## src/rtl/f2i_pkg.sv

```systemverilog
// Shared types and constants for the float-to-int result accumulator.
package f2i_pkg;

    // Per-beat exception flags, also the layout of the sticky flag vector.
    typedef struct packed {
        logic invalid;
        logic denorm;
        logic p_lost;
    } f2i_flags_t;

    typedef enum logic [0:0] {
        ACCUM = 1'b0,
        HOLD  = 1'b1
    } accum_state_t;

    // The converter drives this value on in_d whenever it flags a beat invalid.
    localparam logic [31:0] F2I_INVALID_SENTINEL = 32'h8000_0000;

endpackage

```

## src/rtl/f2i_stream_accum_sat_add_signed.sv

```systemverilog
// Signed W-bit adder whose result clamps to the W-bit signed range.
// ovf_o is set whenever the result was clamped.
module sat_add_signed #(
    parameter int W = 48
) (
    input  logic [W-1:0] a_i,
    input  logic [W-1:0] b_i,
    output logic [W-1:0] sum_o,
    output logic         ovf_o
);

    logic [W:0] full;

    assign full = {a_i[W-1], a_i} + {b_i[W-1], b_i};

    // The top two bits of the W+1-bit sum differ exactly when it does not fit in W bits.
    always_comb begin
        ovf_o = full[W] ^ full[W-1];
        sum_o = full[W-1:0];
        if (ovf_o) begin
            sum_o = full[W] ? {1'b1, {(W-1){1'b0}}} : {1'b0, {(W-1){1'b1}}};
        end
    end

endmodule

```

## src/rtl/f2i_stream_accum.sv

```systemverilog
// Frame accumulator for float-to-int converter results.
// Each frame ends on the beat with in_last set. For that frame the block keeps a
// saturating signed sum, a beat count and an invalid-beat count. The
// exception flags are sticky across frames.
// Optional: define F2I_ACCUM_MINMAX_EN to add per-frame min/max of valid beats.
//
// state | meaning
// ACCUM | accepting beats of the current frame
// HOLD  | frame result presented on out_*, waiting for out_ready
module f2i_stream_accum
    import f2i_pkg::*;
#(
    parameter int ACC_W = 48,
    parameter int CNT_W = 16
) (
    input  logic             clk,
    input  logic             rst,
    input  logic             in_valid,
    output logic             in_ready,
    input  logic [31:0]      in_d,
    input  logic             in_p_lost,
    input  logic             in_denorm,
    input  logic             in_invalid,
    input  logic             in_last,
    input  logic             clr_flags,
    output logic             out_valid,
    input  logic             out_ready,
    output logic [ACC_W-1:0] out_sum,
    output logic [CNT_W-1:0] out_count,
    output logic [CNT_W-1:0] out_inv_count,
    output logic             out_ovf,
`ifdef F2I_ACCUM_MINMAX_EN
    output logic [31:0]      out_min,
    output logic [31:0]      out_max,
`endif
    output logic [2:0]       sticky_flags
);

    localparam logic [31:0] MIN_INIT = 32'h7FFF_FFFF;
    localparam logic [31:0] MAX_INIT = 32'h8000_0000;

    accum_state_t     state_q, state_d;
    logic [ACC_W-1:0] sum_q, sum_d;
    logic [CNT_W-1:0] cnt_q, cnt_d;
    logic [CNT_W-1:0] inv_q, inv_d;
    logic             ovf_q, ovf_d;
    f2i_flags_t       flags_q, flags_d;
    f2i_flags_t       beat_flags;
    logic             accept;
    logic             handshake;
    logic [ACC_W-1:0] addend;
    logic [ACC_W-1:0] sat_sum;
    logic             sat_ovf;

    assign accept     = in_valid && (state_q == ACCUM);
    assign handshake  = (state_q == HOLD) && out_ready;
    assign beat_flags = {in_invalid, in_denorm, in_p_lost};
    assign addend     = {{(ACC_W-32){in_d[31]}}, in_d};

    sat_add_signed #(.W(ACC_W)) u_sat_add (
        .a_i   (sum_q),
        .b_i   (addend),
        .sum_o (sat_sum),
        .ovf_o (sat_ovf)
    );

    // Next-state for the FSM, frame accumulators and sticky flags.
    always_comb begin
        state_d = state_q;
        sum_d   = sum_q;
        cnt_d   = cnt_q;
        inv_d   = inv_q;
        ovf_d   = ovf_q;
        // A clear that coincides with a beat still lets that beat's flags through.
        flags_d = clr_flags ? f2i_flags_t'(3'b000) : flags_q;
        if (accept) begin
            flags_d = flags_d | beat_flags;
            if (cnt_q != {CNT_W{1'b1}}) cnt_d = cnt_q + 1'b1;
            if (in_invalid) begin
                if (inv_q != {CNT_W{1'b1}}) inv_d = inv_q + 1'b1;
            end else begin
                sum_d = sat_sum;
                ovf_d = ovf_q | sat_ovf;
            end
            if (in_last) state_d = HOLD;
        end
        if (handshake) begin
            state_d = ACCUM;
            sum_d   = '0;
            cnt_d   = '0;
            inv_d   = '0;
            ovf_d   = 1'b0;
        end
    end

    // State and accumulator registers with synchronous reset.
    always_ff @(posedge clk) begin
        if (rst) begin
            state_q <= ACCUM;
            sum_q   <= '0;
            cnt_q   <= '0;
            inv_q   <= '0;
            ovf_q   <= 1'b0;
            flags_q <= '0;
        end else begin
            state_q <= state_d;
            sum_q   <= sum_d;
            cnt_q   <= cnt_d;
            inv_q   <= inv_d;
            ovf_q   <= ovf_d;
            flags_q <= flags_d;
        end
    end

`ifdef F2I_ACCUM_MINMAX_EN
    logic [31:0] min_q, min_d;
    logic [31:0] max_q, max_d;

    // Track extremes of non-invalid beats; reset to the empty-frame sentinels per frame.
    always_comb begin
        min_d = min_q;
        max_d = max_q;
        if (accept && !in_invalid) begin
            if ($signed(in_d) < $signed(min_q)) min_d = in_d;
            if ($signed(in_d) > $signed(max_q)) max_d = in_d;
        end
        if (handshake) begin
            min_d = MIN_INIT;
            max_d = MAX_INIT;
        end
    end

    // Min/max registers.
    always_ff @(posedge clk) begin
        if (rst) begin
            min_q <= MIN_INIT;
            max_q <= MAX_INIT;
        end else begin
            min_q <= min_d;
            max_q <= max_d;
        end
    end

    assign out_min = min_q;
    assign out_max = max_q;
`endif

    assign in_ready      = (state_q == ACCUM);
    assign out_valid     = (state_q == HOLD);
    assign out_sum       = sum_q;
    assign out_count     = cnt_q;
    assign out_inv_count = inv_q;
    assign out_ovf       = ovf_q;
    assign sticky_flags  = flags_q;

endmodule

```

## config.mk

```make
export PLATFORM = sky130hd
export DESIGN_NAME = f2i_stream_accum
export DESIGN_NICKNAME = d
export VERILOG_FILES = /design/src/rtl/f2i_pkg.sv /design/src/rtl/f2i_stream_accum_sat_add_signed.sv /design/src/rtl/f2i_stream_accum.sv
export SDC_FILE = /design/constraint.sdc
export NUM_CORES = 1
export LEC_CHECK = 0
export CORE_ASPECT_RATIO = 1.25
export CORE_MARGIN = 4
export CORE_UTILIZATION = 40
export CTS_CLUSTER_DIAMETER = 120
export DETAILED_ROUTE_END_ITERATION = 7
export PLACE_DENSITY = 0.61
export SYNTH_ARGS = -nofsm -noshare
export SYNTH_HDL_FRONTEND = slang
export SYNTH_SLANG_ARGS = --single-unit
```

## constraint.sdc

```tcl
create_clock -name clk -period 4.7 [get_ports clk]
set_clock_uncertainty 0.1 [all_clocks]
set_input_delay 0.47 -clock clk [delete_from_list [all_inputs] [get_ports clk]]
set_output_delay 0.47 -clock clk [all_outputs]
set_load 0.05 [all_outputs]
```

==> key figures <==
Synth
  • Post-synthesis register bit count: 85
  • Seq/Total Area, Yosys: 27.8%
  • Number of synthesis warnings: 0
  • Synth cell count leaders: 108 x a21oi_1, 105 x nor2_1, 85 x dfxtp_1
  • Count leader, synth: a21oi_1
  • Async S/R FF share, synth: 0%
  • Syn nets: 898
  • Synth Flop Type: dfxtp_1
  • Top cells by area, synth: dfxtp_1 28%, ha_1 10%, a21oi_1 8.8%
  • Number of synthesized flops with an enable pin: 0
  • Yosys top cell by area: dfxtp_1
  • Avg Synthesized Cell Area: 7.60 sq um
  • Distinct cells, synth: 56
  • Top cell type's share of synthesized area: 27.8%
  • Synth Instances: 806
  • Post-Syn Area: 0.00613 sq mm

Clock tree
  • Post-CTS sizing: 0
  • Clk buf depth: 2
  • Clk Latency, worst-skew pair: 0.35 ns
  • TritonCTS Buffers: 9
  • CTS Sinks: 85
  • Root Driver: clkbuf_16
  • Post-CTS Setup Bufs: 0
  • CTS tree: done
  • Clk slew on worst S/H paths: 0.07 ns
  • Hold bufs inserted after CTS: 0
  • Max H-tree Level: 3

Detailed routing
  • WL/cell: 16.7 um
  • DR DRC count: 0
  • Vias: 6278
  • Post-DRT Antenna Nets: 0
  • Final WL: 18400 um
  • Vias/cell: 5.70
  • DR pass1 iterations: 6
  • Detailed Route Iter0 Violations: 421

Placement
  • Cells after DPL: 1086
  • Placer Congestion: 0.903
  • IO Port Bufs: 126
  • DP HPWL: 14000 um

Timing
  • Slew Limit Fails: 0
  • Final Cycle Share: 88.5%
  • Slew Limit Headroom: 52.6%
  • Final setup viols: 0
  • Final Hold Viols: 0
  • Fin crit period: 4.16 ns
  • RSZ-0062 raised after global routing: no
  • Setup_tns: 0 ns
  • Tightest Pin Transition: 0.711 ns
  • F_max: 0.240 GHz

Global route
  • Gr ovfl total: 0
  • Antenna violations before repair: 0
  • First-pass GRT wire length: 30500 um
  • Vias in the first global route: 6186
  • Largest net degree at the start of global routing: 32
  • GRT Util Overall: 21.0%

Worst setup path
  • CP max FO: 17
  • Critical Path End Type: register
  • Crit start category: primary input
  • Crit path required time: 4.87 ns
  • CP arrival: 4.33 ns
  • CP Class: primary input to register

Final layout
  • ANT cells: 0
  • Syn-to-layout area delta: 28.5%
  • Final Core Density: 52.5%
  • Share of layout cells above drive strength 1: 4.57%
  • Filler Cells Inserted: 1497
  • Final instance count without filler cells: 1102
  • Nets: 1007

Floorplanning
  • Ports: 127
  • Area of the die: 0.0174 sq mm
  • Starting Density: 40.8%
  • Die width: 119 um
  • Die height: 146 um
  • FP Rows: 50
  • Floorplan core area: 0.0150 sq mm

Pwr
  • Peak supply drop: 0.165 mV
  • PwrDens: 307 mW/mm^2
  • Leakage power: 3.22 nW

Run
  • Max-cap check violation count: 0

Run status
  • Status: complete, no violations

Hold path
  • Worst Hold Class: register to register
area by class of cell:
type | instances | area, sq um | share of cell area [%]
Multi-Input combinational cell | 663 | 4210 | 53.4
Sequential cell | 85 | 1700 | 21.6
Timing Repair Buffer | 138 | 1360 | 17.3
Clock buffer | 10 | 239 | 3.03
Tap cell | 182 | 228 | 2.89
Clock inverter | 6 | 68.8 | 0.873
Inverter | 18 | 67.6 | 0.858
power breakdown:
part           switching [W]  leakage, nW  total [W]  internal [W]
clock               0.000324        0.149   0.000755      0.000431
combinational       0.000537         2.38   0.000866      0.000329
sequential         0.0000345        0.693   0.000794      0.000760
cells in the final DEF (no fill, tap or decap), types with 28 or more instances in the layout:
| cell type | n |
|---|---|
| dfxtp_1 | 85 |
| nand3_1 | 28 |
| nand2_1 | 44 |
| xnor2_1 | 36 |
| a21oi_1 | 107 |
| nor2_1 | 104 |
| clkdlybuf4s50_1 | 126 |
| xor2_1 | 28 |
| a21o_1 | 31 |
| o21ai_0 | 83 |
| ha_1 | 50 |
through the flow:
stage / hold slack [ns] / instance area, sq um / power, W / setup slack (ns)
3_5_place_dp: 0.359 / 7570 / 0.00167 / 0.189
2_1_floorplan: 0.439 / 6130 / 0.00142 / 0.958
3_3_place_gp: 0.341 / 7570 / 0.00166 / 0.289
6_report: 0.366 / 7880 / 0.00241 / 0.541
5_1_grt: 0.396 / 7880 / 0.00254 / 0.325
4_1_cts: 0.375 / 7880 / 0.00243 / 0.538
registers in the layout, indices dropped and copies added (netlist names):
register,flops
out_count,16
out_ovf,1
out_inv_count,16
out_valid,1
out_sum,48
sticky_flags,3
metal layers:
layer,track usage [%],routed length [um],vias up
li1,-,-,3127
met1,25.2,7810,2932
met2,36.2,8910,188
met3,4.84,1200,31
met4,8.35,524,0
met5,0,0,-
critical path, cell delays in order:
cell,delay (ns)
clkdlybuf4s50_1,0.48
ha_1,0.20
inv_1,0.07
fa_1,0.38
nand2b_1,0.20
a21o_1,0.21
a211oi_2,0.32
o2111ai_1,0.25
or3b_1,0.23
a221oi_2,0.09
o31a_4,0.39
o21ai_2,0.39
buf_4,0.32
o311ai_0,0.19
o22ai_1,0.13
cells by family after synthesis:
group           after synthesis  share of synthesized area (%)
buf+inv                      58                           3.88
flops                        85                           27.8
mux                           3                          0.490
fa+ha+maj                    55                           11.2
xor+xnor                     64                           9.14
compound gates              289                           28.2
simple gates                252                           19.3
final timing paths:
check                  start           to  slack [ns]  cells past startpoint
setup reg to reg  out_sum[0]  out_sum[41]        0.77                     14
hold / removal       out_ovf      out_ovf        0.37                      2
hold reg to reg      out_ovf      out_ovf        0.37                      2
setup / recovery     in_d[0]  out_sum[41]        0.54                     15
Power figures use the tool's default switching activity.
